### config.mk
export PLATFORM = sky130hd
export DESIGN_NAME = spi_transfer_arbiter
export DESIGN_NICKNAME = d
export VERILOG_FILES = /design/src/rtl/spi_transfer_arbiter_pkg.sv /design/src/rtl/spi_rr_arbiter.sv /design/src/rtl/spi_transfer_arbiter.sv
export SDC_FILE = /design/constraint.sdc
export NUM_CORES = 1
export LEC_CHECK = 0
export CAP_MARGIN = 20
export CORE_MARGIN = 2
export CORE_UTILIZATION = 45
export CTS_CLUSTER_SIZE = 24
export DETAILED_ROUTE_END_ITERATION = 6
export GPL_TIMING_DRIVEN = 0
export PLACE_DENSITY = 0.82
export SLEW_MARGIN = 25
export SYNTH_ARGS = -nofsm -noshare
export SYNTH_HDL_FRONTEND = slang
export SYNTH_HIERARCHICAL = 1
export SYNTH_SLANG_ARGS = --single-unit
export TNS_END_PERCENT = 5
### constraint.sdc
create_clock -name i_clock -period 3.7 [get_ports i_clock]
set_clock_uncertainty 0.05 [all_clocks]
set_input_delay 0.74 -clock i_clock [delete_from_list [all_inputs] [get_ports i_clock]]
set_output_delay 0.74 -clock i_clock [all_outputs]
set_load 0.05 [all_outputs]
### src/rtl/spi_transfer_arbiter_pkg.sv
// Shared types for the SPI transfer arbiter slice.
//   state_t         : burst controller states
//   DEFAULT_DIV_BIT : fill bit for the reset divider (all-ones = slowest SPI clock)
package spi_pkg;

  typedef enum logic [2:0] {
    ST_IDLE,
    ST_SETTLE,
    ST_WAIT_TX,
    ST_START,
    ST_WAIT_DONE,
    ST_RELEASE
  } state_t;

  localparam logic DEFAULT_DIV_BIT = 1'b1;

endpackage

### src/rtl/spi_rr_arbiter.sv
// Combinational round-robin picker.
//   req_i : request vector
//   ptr_i : index holding highest priority this round
//   any_o : at least one request present
//   gnt_o : one-hot winner
//   idx_o : binary index of the winner
module spi_rr_arbiter #(
  parameter int unsigned N     = 4,
  parameter int unsigned IDX_W = 2
) (
  input  logic [N-1:0]     req_i,
  input  logic [IDX_W-1:0] ptr_i,
  output logic             any_o,
  output logic [N-1:0]     gnt_o,
  output logic [IDX_W-1:0] idx_o
);

  logic [IDX_W-1:0] cand;

  // Scan N positions starting at the pointer; the first request seen wins.
  always_comb begin
    any_o = 1'b0;
    gnt_o = '0;
    idx_o = '0;
    cand  = '0;
    for (int unsigned i = 0; i < N; i++) begin
      cand = IDX_W'((32'(ptr_i) + i) % N);
      if (!any_o && req_i[cand]) begin
        any_o       = 1'b1;
        gnt_o[cand] = 1'b1;
        idx_o       = cand;
      end
    end
  end

endmodule

### src/rtl/spi_transfer_arbiter.sv
// Round-robin sharing of one spi_master core between NUM_REQUESTERS clients.
// A granted client owns the core for a burst of words; its CPOL/CPHA/divider
// are latched at grant and held on the core for the whole burst.
//   i_clock, i_reset_n            : clock, synchronous active-low reset
//   i_req / i_req_len / i_req_cfg : per-client burst request and configuration
//   i_tx_data/i_tx_valid/o_tx_ready : per-client tx word handshake
//   o_grant                       : one-hot owner
//   o_rx_data/o_rx_valid          : received word, pulsed to the owner
//   o_burst_done/o_burst_error    : end-of-burst pulses
//   o_spi_* / i_spi_*             : spi_master core interface
module spi_transfer_arbiter
  import spi_pkg::*;
#(
  parameter int unsigned NUM_REQUESTERS          = 4,
  parameter int unsigned SPI_DATA_WIDTH          = 8,
  parameter int unsigned SPI_CLOCK_DIVIDER_WIDTH = 5,
  parameter int unsigned LEN_WIDTH               = 4,
  parameter int unsigned TIMEOUT_WIDTH           = 16
) (
  input  logic                                                    i_clock,
  input  logic                                                    i_reset_n,
  input  logic [NUM_REQUESTERS-1:0]                               i_req,
  input  logic [NUM_REQUESTERS-1:0][LEN_WIDTH-1:0]                i_req_len,
  input  logic [NUM_REQUESTERS-1:0]                               i_req_cpol,
  input  logic [NUM_REQUESTERS-1:0]                               i_req_cpha,
  input  logic [NUM_REQUESTERS-1:0][SPI_CLOCK_DIVIDER_WIDTH-1:0]  i_req_div,
  input  logic [NUM_REQUESTERS-1:0][SPI_DATA_WIDTH-1:0]           i_tx_data,
  input  logic [NUM_REQUESTERS-1:0]                               i_tx_valid,
  output logic [NUM_REQUESTERS-1:0]                               o_tx_ready,
  output logic [NUM_REQUESTERS-1:0]                               o_grant,
  output logic [SPI_DATA_WIDTH-1:0]                               o_rx_data,
  output logic [NUM_REQUESTERS-1:0]                               o_rx_valid,
  output logic [NUM_REQUESTERS-1:0]                               o_burst_done,
  output logic [NUM_REQUESTERS-1:0]                               o_burst_error,
  output logic                                                    o_spi_enable,
  output logic                                                    o_spi_clock_polarity,
  output logic                                                    o_spi_clock_phase,
  output logic [SPI_CLOCK_DIVIDER_WIDTH-1:0]                      o_spi_clock_divider,
  output logic [SPI_DATA_WIDTH-1:0]                               o_spi_data,
  input  logic [SPI_DATA_WIDTH-1:0]                               i_spi_data,
  input  logic                                                    i_spi_done,
  input  logic                                                    i_spi_busy
);

  localparam int unsigned IDX_W = (NUM_REQUESTERS > 1) ? $clog2(NUM_REQUESTERS) : 1;
  localparam logic [IDX_W-1:0] LAST_IDX = IDX_W'(NUM_REQUESTERS - 1);
  localparam logic [LEN_WIDTH-1:0] LEN_ONE = {{(LEN_WIDTH-1){1'b0}}, 1'b1};
  // Watchdog fires on the cycle it would reach all-ones.
  localparam logic [TIMEOUT_WIDTH-1:0] WD_LAST = {{(TIMEOUT_WIDTH-1){1'b1}}, 1'b0};

  state_t                              state_q;
  logic [IDX_W-1:0]                    ptr_q;
  logic [IDX_W-1:0]                    owner_q;
  logic [NUM_REQUESTERS-1:0]           grant_q;
  logic [LEN_WIDTH-1:0]                cnt_q;
  logic [TIMEOUT_WIDTH-1:0]            wd_q;
  logic                                cpol_q;
  logic                                cpha_q;
  logic [SPI_CLOCK_DIVIDER_WIDTH-1:0]  div_q;
  logic [SPI_DATA_WIDTH-1:0]           spi_data_q;
  logic [SPI_DATA_WIDTH-1:0]           rx_data_q;
  logic [NUM_REQUESTERS-1:0]           rx_valid_q;
  logic [NUM_REQUESTERS-1:0]           done_q;
  logic [NUM_REQUESTERS-1:0]           err_q;
  logic                                en_q;

  logic                                arb_any;
  logic [NUM_REQUESTERS-1:0]           arb_gnt;
  logic [IDX_W-1:0]                    arb_idx;

  spi_rr_arbiter #(
    .N     (NUM_REQUESTERS),
    .IDX_W (IDX_W)
  ) u_arb (
    .req_i (i_req),
    .ptr_i (ptr_q),
    .any_o (arb_any),
    .gnt_o (arb_gnt),
    .idx_o (arb_idx)
  );

  always_ff @(posedge i_clock) begin
    if (!i_reset_n) begin
      state_q    <= ST_IDLE;
      ptr_q      <= '0;
      owner_q    <= '0;
      grant_q    <= '0;
      cnt_q      <= '0;
      wd_q       <= '0;
      cpol_q     <= 1'b0;
      cpha_q     <= 1'b0;
      div_q      <= {SPI_CLOCK_DIVIDER_WIDTH{DEFAULT_DIV_BIT}};
      spi_data_q <= '0;
      rx_data_q  <= '0;
      rx_valid_q <= '0;
      done_q     <= '0;
      err_q      <= '0;
      en_q       <= 1'b0;
    end else begin
      rx_valid_q <= '0;
      done_q     <= '0;
      err_q      <= '0;
      en_q       <= 1'b0;
      case (state_q)
        ST_IDLE: begin
          if (arb_any) begin
            grant_q <= arb_gnt;
            owner_q <= arb_idx;
            cpol_q  <= i_req_cpol[arb_idx];
            cpha_q  <= i_req_cpha[arb_idx];
            div_q   <= i_req_div[arb_idx];
            cnt_q   <= (i_req_len[arb_idx] == '0) ? LEN_ONE : i_req_len[arb_idx];
            state_q <= ST_SETTLE;
          end
        end
        // Config changed on entry; one cycle here gives the core that cycle.
        ST_SETTLE: begin
          if (!i_spi_busy) state_q <= ST_WAIT_TX;
        end
        ST_WAIT_TX: begin
          if (i_tx_valid[owner_q]) begin
            spi_data_q <= i_tx_data[owner_q];
            state_q    <= ST_START;
          end else if (!i_req[owner_q]) begin
            err_q   <= grant_q;
            state_q <= ST_RELEASE;
          end
        end
        ST_START: begin
          en_q    <= 1'b1;
          wd_q    <= '0;
          state_q <= ST_WAIT_DONE;
        end
        ST_WAIT_DONE: begin
          if (i_spi_done) begin
            rx_data_q  <= i_spi_data;
            rx_valid_q <= grant_q;
            cnt_q      <= cnt_q - LEN_ONE;
            if (cnt_q == LEN_ONE) begin
              done_q  <= grant_q;
              state_q <= ST_RELEASE;
            end else begin
              state_q <= ST_WAIT_TX;
            end
          end else begin
            wd_q <= wd_q + 1'b1;
            if (wd_q == WD_LAST) begin
              err_q   <= grant_q;
              state_q <= ST_RELEASE;
            end
          end
        end
        ST_RELEASE: begin
          grant_q <= '0;
          ptr_q   <= (owner_q == LAST_IDX) ? '0 : owner_q + 1'b1;
          state_q <= ST_IDLE;
        end
        default: state_q <= ST_IDLE;
      endcase
    end
  end

  assign o_tx_ready           = (state_q == ST_WAIT_TX) ? grant_q : '0;
  assign o_grant              = grant_q;
  assign o_rx_data            = rx_data_q;
  assign o_rx_valid           = rx_valid_q;
  assign o_burst_done         = done_q;
  assign o_burst_error        = err_q;
  assign o_spi_enable         = en_q;
  assign o_spi_clock_polarity = cpol_q;
  assign o_spi_clock_phase    = cpha_q;
  assign o_spi_clock_divider  = div_q;
  assign o_spi_data           = spi_data_q;

endmodule

# [Word-level counts from Yosys, hierarchy flattened]
# Index checks and enable logic that the tools add are counted.
[word_totals] reg_bits=67 in_bits=96 output_inout_bits=44 word_cells=138
[classes] addsub=6 order_cmp=10 eq_ne=14 muxes=66 n_bitwise=3 n_reduce_logical=24
[op_table] op="$mux 4" count=14
[op_table] op="$pmux 16 s2" count=1
[op_table] op="$pmux 4 s2" count=3
[op_table] op="$mux 3" count=7
[op_table] op="$lt 2x3->1 const B" count=6
[op_table] op="$mux 1" count=17
[op_table] op="$add 16x1->16 const B" count=1
[op_table] op="$bmux 1 s2" count=8
[op_table] op="$bmux 8 s2" count=1
[op_table] op="$eq 16x16->1 const B" count=1
[op_table] op="$mux 16" count=1
[op_table] op="$pmux 3 s5" count=1
[op_table] op="$or 4x4->4" count=3
[op_table] op="$bmux 5 s2" count=1
[op_table] op="$mux 2" count=5
[op_table] op="$reduce_and 2->1" count=5
[op_table] op="$bmux 4 s2" count=1
[op_table] op="$demux 1 s2" count=4
[op_table] op="$ge 2x1->1 const B" count=4
[op_table] op="$mux 8" count=1
[op_table] op="$ne 2x2->1 const B" count=4
[op_table] op="$reduce_and 4->1" count=2
[op_table] op="$logic_and 1x1->1" count=7
[op_table] op="$eq 3x2->1 const B" count=2
[op_table] op="other kinds (14)" count=23

# [Logic depth before layout (Yosys ltp)]
# Gate-level depths: netlist of the first run.
[logic_depth] ltp_word=18 mapped_depth=13 mapped_depth_nobuf=10

# [Hierarchy]
# Netlist of the first run, hierarchy kept.
[by_module_without_submodules] module="spi_transfer_arbiter" instances=1 cells_per_inst=352 area_each_um2=3269.4 seq_area_each_um2=1341.3
[by_module_without_submodules] module="spi_rr_arbiter" instances=1 cells_per_inst=45 area_each_um2=419.2 seq_area_each_um2=0.0

# [Least setup slack after synthesis of the first run]
# Ideal clock, no wire load.
[synth_timing] path_kind="input -> register" from="input i_req[3]" to="register cnt_q[0]" setup_time_ps=70 arrival_time_ps=3188 required_ps=3580 path_slack_ps=392 stages=8 n_path_buf=2 path_cell_list="mux4_2 -> clkbuf_1 -> o31ai_1 -> buf_2 -> mux4_2 -> nor3_1 -> o21ai_0 -> a21oi_1"
[synth_between] elab_chain_cells=18 elab_cells_between_ends=30 cone_classes="1 x eq/ne; 21 x mux; 8 x reduce/logical"
[synth_lines] item="start: declaration" line="spi_transfer_arbiter.sv:22" rtl="input logic [NUM_REQUESTERS-1:0] i_req,"
[synth_lines] item="$bmux 1 s2" line="spi_rr_arbiter.sv:28" rtl="if (!any_o && req_i[cand]) begin"
[synth_lines] item="$mux 1 (not written as such)" line="spi_rr_arbiter.sv:28"
[synth_lines] item="$mux 1" line="spi_rr_arbiter.sv:28"
[synth_lines] item="$logic_not 1->1" line="spi_rr_arbiter.sv:28"
[synth_lines] item="$logic_and 1x1->1" line="spi_rr_arbiter.sv:28"
[synth_lines] item="$mux 1" line="spi_rr_arbiter.sv:28"
[synth_lines] item="$logic_not 1->1" line="spi_rr_arbiter.sv:28"
[synth_lines] item="$logic_and 1x1->1" line="spi_rr_arbiter.sv:28"
[synth_lines] item="(+3 left out)"
[synth_lines] item="$mux 2 *" line="spi_rr_arbiter.sv:28"
[synth_lines] item="net arb_idx[0]" line="spi_transfer_arbiter.sv:69" rtl="logic [IDX_W-1:0] arb_idx;"
[synth_lines] item="$bmux 4 s2 *" line="spi_transfer_arbiter.sv:112" rtl="cnt_q <= (i_req_len[arb_idx] == '0) ? LEN_ONE : i_req_len[arb_idx];"
[synth_lines] item="$mux 4 (not written as such) *" line="spi_transfer_arbiter.sv:112"
[synth_lines] item="$logic_not 4->1" line="spi_transfer_arbiter.sv:112"
[synth_lines] item="$mux 4 *" line="spi_transfer_arbiter.sv:112"
[synth_lines] item="$mux 4 *" line="spi_transfer_arbiter.sv:106" rtl="if (arb_any) begin"
[synth_lines] item="$pmux 4 s2 *" line="spi_transfer_arbiter.sv:104" rtl="case (state_q)"
[synth_lines] item="end signal: assignment" line="spi_transfer_arbiter.sv:112"
[synth_lines] item="end signal: assignment" line="spi_transfer_arbiter.sv:138" rtl="cnt_q <= cnt_q - LEN_ONE;"
[synth_lines] item="end: declaration" line="spi_transfer_arbiter.sv:55" rtl="logic [LEN_WIDTH-1:0] cnt_q;"
# Mark *: on every way through the listed nets, which the timed path passes. The rest lies on a longest branch. The select of a mux whose other input is x is not followed.
# A chain may end at the register's enable or synchronous reset.

# [Worst setup path in the final report of the first run]
# Same ends and word-level chain as after synthesis.

==> out/results.ini, run 1 <==
[timing]
hold_violations = 0
timing.final.max_slew_violations = 0
finalSetupViolCount = 0
fin_crit_sh_pct = 93.6
setup_tns_ns = 0
fin_crit_ns = 3.46
fmax_mhz = 289
max_slew_margin_pct = 58.2
rsz0062_at_grt = false
worst_slew_pin_slew_ns = 0.625

[final_layout]
fin_cells = 656
antennaDiodeCount = 0
fillers = 656
drive_above_1_share_pct = 10.2
seq_area_um2 = 1340
final_area_um2 = 5430
multiInputGateArea_um2 = 2220
synthToLayoutAreaGrowth_pct = 47.2
fin_nets = 652

[clock_network]
clkTransAtPathRegs_ns = 0.08
cts-root-buf = clkbuf_8
cts_buffers = 9
clock_sinks = 67
cts.path.max_buffers = 2
tritoncts = built
cts_htree_levels = 3
clkLatencyLatePin_ns = 0.34

[floorplan]
dieWidth_um = 94.5
initial_utilization_pct = 45.6
ioPinCount = 140
core_area_um2 = 8090
die_h_um = 94.5
row_count = 33
dieArea_um2 = 8940

[synthesis]
mappedNetlistArea_um2 = 3690
postSynthAreaPerCell_um2 = 9.29
async_flop_share_pct = 0
yosysTopAreaCell = dfxtp_1
synth_seq_area_share_pct = 36.4
synth_ff_type = dfxtp_1
syn-num-nets = 503
synth_edf_count = 0
synth_top_area_share_pct = 36.4
yosys_warnings = 6
syn_inst = 397
yosys.cell_types.count = 53
synth-seq-cells = 67
yosys-top-cells-area = dfxtp_1, mux4_2, nand2_1, a21oi_1, nor2_1

[global_routing]
antenna_found_initial = 0
grt_pass1_vias = 3605
grt_pass1_wl_um = 16700
overflow = 0
grt.total_usage_pct = 24.2
grt_start_max_net_pins = 14

[status]
status = finished clean

[worst_setup_path]
setup.worst_path.end_class = flop
worstPathRequired_ns = 3.93
worstPathCellList = clkdlybuf4s50_1, mux4_2, clkbuf_1, o31ai_4, buf_6, mux4_2, nor3_1, o21ai_0, a21oi_1
cp-start-kind = input port
crit_path_top_delay_cell = mux4_2
path_common_cell = mux4_2
setup.worst_path.class = input port to flop
cp.arrival_ns = 3.69
cp_max_fo = 10
cpPeakStageDelay_ns = 0.58

[placement]
dp.cells = 640
hpwlAfterDp_um = 8250
place.gp.congestion = 0.875
place_area_um2 = 5200
port_buffers = 138

[route]
viasPerCell = 5.58
routedWlPerCell_um = 16.1
dr_total_vias = 3663
drtIter0Drc = 185
wl_um = 10600
drc = 0
drtPass1Iterations = 5
ant_nets = 0

[power]
peakVddDrop_mv = 0.273
clkPwrFrac_pct = 23.2
switching_share_pct = 39.7
p_sw_mw = 1.06
p_per_area_nw_per_um2 = 493
p_int_mw = 1.62
p_comb_share_pct = 43.4
power_frac_seq_pct = 33.4
total_leakage_power_nw = 1.93

[flow_run]
drv_cap = 0

[min_path]
hold_class = flop to flop

layout make-up:
class / count / area share [%]
inverters: 10 / 0.691
clock buffers: 9 / 2.28
clock inverters: 7 / 1.41
multi-input cells: 297 / 40.8
well taps: 105 / 2.42
repair buffers: 138 / 25.4
plain buffers: 23 / 2.19
flip-flops and latches: 67 / 24.7
critical path: cells and delay by family:
kind,cells,cell delay (ns)
AO/OA/AOI/OAI,3,0.68
buffers and inverters,3,0.98
AND/OR/NAND/NOR,1,0.14
multiplexers,2,1.15
cells in the mapped netlist, types with 8 or more instances:
cell type	count
dfxtp_1	67
nand2_1	60
nor2_1	37
a21oi_1	36
mux4_2	23
o21ai_0	18
clkbuf_1	16
ha_1	10
inv_1	10
mux2i_1	10
nand3_1	10
a22oi_1	8
or3_1	8
power by group through the flow:
| stage | Sequential (mW) | Combinational [mW] | Clock, mW |
|---|---|---|---|
| after floorplan | 1.09 | 0.584 | 0 |
| after global placement | 0.904 | 1.12 | 0 |
| after detailed placement | 0.910 | 1.14 | 0 |
| after CTS | 0.893 | 1.15 | 0.625 |
| after global routing | 0.908 | 1.25 | 0.657 |
| final | 0.894 | 1.16 | 0.621 |
flip-flops by register name (all words and copies together) (netlist names):
register and count:
wd_q 16, o_rx_data 8, o_spi_data 8, o_spi_clock_divider 5
cnt_q 4, o_burst_done 4, o_burst_error 4, o_grant 4
o_rx_valid 4, state_q 3, owner_q 2, ptr_q 2
o_spi_clock_phase 1, o_spi_clock_polarity 1, o_spi_enable 1
placed cells by master, fill, tap and decap left out, types with 3 or more instances in the layout:
cell / count
clkbuf_8: 9
a22oi_1: 8
nand2b_1: 4
mux4_2: 23
o211ai_1: 4
buf_6: 4
or3_1: 8
clkbuf_1: 15
nor3b_1: 4
nand2_1: 60
ha_1: 10
nand3_1: 10
o21ai_0: 17
and2_1: 5
or4_1: 3
xor2_1: 4
clkdlybuf4s50_1: 138
and4_1: 5
nor3_1: 5
o31ai_1: 3
inv_1: 10
a21oi_1: 36
o2111ai_1: 4
mux2i_1: 10
nor2_1: 37
dfxtp_1: 66
per-layer routing:
| layer | global-route usage [%] | vias to the layer above | share of wire, % |
|---|---|---|---|
| met5 | 0 | - | 0 |
| met4 | 11.8 | 0 | 2.7 |
| met3 | 5.11 | 21 | 7.8 |
| met2 | 44.5 | 174 | 54 |
| met1 | 26.4 | 1709 | 36 |
| li1 | - | 1759 | - |
through the flow:
stage	setup WS [ns]	power (mW)	utilization, %	hold WS (ns)
detailed placement	-0.580	2.05	64.3	0.400
floorplan	0.392	1.68	-	0.398
finish	0.236	2.68	67.1	0.406
global route	0.0137	2.81	67.1	0.438
CTS	0.0438	2.67	66.8	0.408
global placement	-0.488	2.02	64.3	0.393
path summary, 6_finish.rpt:
| path | start | end | slack (ns) | cells past startpoint |
|---|---|---|---|---|
| setup reg to reg | ptr_q[0]$_SDFFE_PN0P_ | cnt_q[0]$_SDFFE_PN0P_ | 0.26 | 13 |
| hold / removal | o_rx_data[7]$_SDFFE_PN0P_ | o_rx_data[7]$_SDFFE_PN0P_ | 0.41 | 2 |
| setup / recovery | i_req[3] | cnt_q[0]$_SDFFE_PN0P_ | 0.24 | 9 |
| hold reg to reg | o_rx_data[7]$_SDFFE_PN0P_ | o_rx_data[7]$_SDFFE_PN0P_ | 0.41 | 2 |
logic make-up after synthesis:
kind of cell / after synthesis / synth area share (%)
buffers and inverters: 33 / 4.04
multiplexers: 37 / 18.8
adder cells (fa/ha/maj): 10 / 3.39
flip-flops: 67 / 36.4
AO/OA/AOI/OAI: 86 / 14.2
AND/OR/NAND/NOR: 159 / 22.0
XOR/XNOR: 5 / 1.19
timing repair:
action | in CTS | in global routing
hold endpoints to repair | 0 | 0
hold buffers | 0 | 0
endpoints found under the setup margin | 2 | 6
gates resized for setup | 2 | 7
setup buffers | 0 | 0
(Power assumes the default switching activity.)
==> inputs of run 2 (changes only) <==
--- a/config.mk
+++ b/config.mk
@@ -6,6 +6,7 @@
 export NUM_CORES = 1
 export LEC_CHECK = 0
 export CAP_MARGIN = 20
+export CORE_ASPECT_RATIO = 1.5
 export CORE_MARGIN = 2
 export CORE_UTILIZATION = 45
 export CTS_CLUSTER_SIZE = 24
==> run 2 against run 1 <==
  * Sequential cell count unchanged
  * Critical endpoint unchanged
  * Via count increased by 1.1%
  * Worst setup slack got worse by 0.029 ns
  * Design area increased by 2.1%
  * Critical path type unchanged
  * Global-route usage increased by 1.3 points
  * Utilization increased by 2.1 points
==> out/results.ini, run 2 (same netlist as run 1, synthesis figures left out) <==
[placement]
dp.cells = 640
place_area_um2 = 5200
place_ws_ns = -0.621
port_buffers = 138
hpwlAfterDp_um = 8740
place.gp.congestion = 0.862

[global_routing]
overflow = 0
grt_busiest_layer = met2
use_met2_pct = 48.7
grtUsageMet3_pct = 6.44
grt_pass1_vias = 3778
grt_pass1_wl_um = 17900
grt_start_max_net_pins = 12
grt_util_met1_pct = 26.8
grt.total_usage_pct = 25.5
antenna_found_initial = 0

[clock_network]
hold_buffers = 0
tritoncts = built
cts_htree_levels = 3
cts.path.max_buffers = 2
clkLatencyLatePin_ns = 0.33
clkTransAtPathRegs_ns = 0.05
cts-root-buf = clkbuf_16
clock_sinks = 67
cts_buffers = 9

[worst_setup_path]
path_common_cell = mux4_2
setup.worst_path.class = input port to flop
setup.worst_path.end_class = flop
cp.arrival_ns = 3.70
crit_path_top_delay_cell = mux4_2
worstPathRequired_ns = 3.91
worstPathCellList = clkdlybuf4s50_1, mux4_2, buf_6, o311ai_0, a32o_1, clkbuf_2, mux4_2, nor3_1, o21ai_0, a21oi_1
cpPeakStageDelay_ns = 0.51
path_delay_family = buffers and inverters
cp-start-kind = input port
cp_num_buf_inv = 3
cp_max_fo = 10

[route]
routedWlPerCell_um = 16.8
dr_total_vias = 3704
wl_um = 11000
viasPerCell = 5.64
drtIter0Drc = 264
drc = 0
drtPass1Iterations = 4
ant_nets = 0

[timing]
worst_slew_pin_slew_ns = 0.650
hold_violations = 0
setup_ws_ns = 0.206
rsz0062_at_grt = false
timing.final.max_slew_violations = 0
max_slew_margin_pct = 56.3
finalSetupViolCount = 0
fmax_mhz = 286
setup_tns_ns = 0
fin_crit_ns = 3.49
holdWs_ns = 0.407
fin_crit_sh_pct = 94.4

[final_layout]
fin_cells = 657
largest_reg_flops = 16
drive_above_1_share_pct = 10.1
final_cell_mix = clkdlybuf4s50_1, dfxtp_1, nand2_1
synthToLayoutAreaGrowth_pct = 50.2
fin_util_pct = 69.2
fin_nets = 654
max_flop_register = wd_q
antennaDiodeCount = 0
final_area_um2 = 5540
final_common_cell = clkdlybuf4s50_1

[power]
power_mw = 2.93
p_per_area_nw_per_um2 = 529
total_leakage_power_nw = 1.98
peakVddDrop_mv = 0.357

[floorplan]
initial_utilization_pct = 46.1
die_h_um = 115
core_area_um2 = 8010
row_count = 40
ioPinCount = 140
dieArea_um2 = 8950
dieWidth_um = 77.9

[flow_run]
drv_cap = 0

[min_path]
hold_class = flop to flop

[status]
status = finished clean

[run 2: changes by cell type in the layout (fill, tap and decap cells not counted), moves of 2 or more]
| cell | before | now |
|---|---|---|
| clkbuf_16 | 0 | 9 |
| clkbuf_8 | 9 | 2 |
| buf_4 | 0 | 3 |
| inv_6 | 2 | 0 |
[run 2: routing by layer]
metal	wire length (µm)	part of all wire [%]	vias up
li1	-	-	1764
met1	3960	36	1743
met2	6220	56	172
met3	608	5.5	25
met4	247	2.2	0
met5	0	0	-
[run 2: final cells by class]
cell class	instances	area, µm²
Fill cell	619	2470
Multi-Input combinational cell	297	2220
Timing Repair Buffer	140	1400
Sequential cell	67	1340
Clock buffer	11	253
Tap cell	105	131
Buffer	23	115
Clock inverter	4	50.0
Inverter	10	37.5
[run 2: timing repair]
| action | 4_1_cts | 5_1_grt |
|---|---|---|
| pin swaps | 0 | 2 |
| setup buffers | 0 | 2 |
| setup endpoints to repair | 9 | 2 |
| gates cloned | 0 | 0 |
| resized for setup | 2 | 4 |
[run 2: power by group]
group	switching (mW)	internal, mW
logic	0.690	0.484
clock network	0.305	0.552
registers	0.0819	0.820
total	1.08	1.86
[run 2: worst min-delay path, cell delays in order, from the launching register on]
cell,delay (ns)
dfxtp_1,0.31
nand2_1,0.05
a21oi_1,0.05
[run 2: path summary, 6_finish.rpt]
check	from	to	slack, ns	depth (start not counted)
worst max-delay path	i_req[3]	cnt_q[0]$_SDFFE_PN0P_	0.21	10
worst min-delay path	o_spi_clock_polarity$_SDFFE_PN0P_	o_spi_clock_polarity$_SDFFE_PN0P_	0.41	2
worst max register to register	ptr_q[1]$_SDFFE_PN0P_	cnt_q[0]$_SDFFE_PN0P_	0.22	11
worst min register to register	o_spi_clock_polarity$_SDFFE_PN0P_	o_spi_clock_polarity$_SDFFE_PN0P_	0.41	2
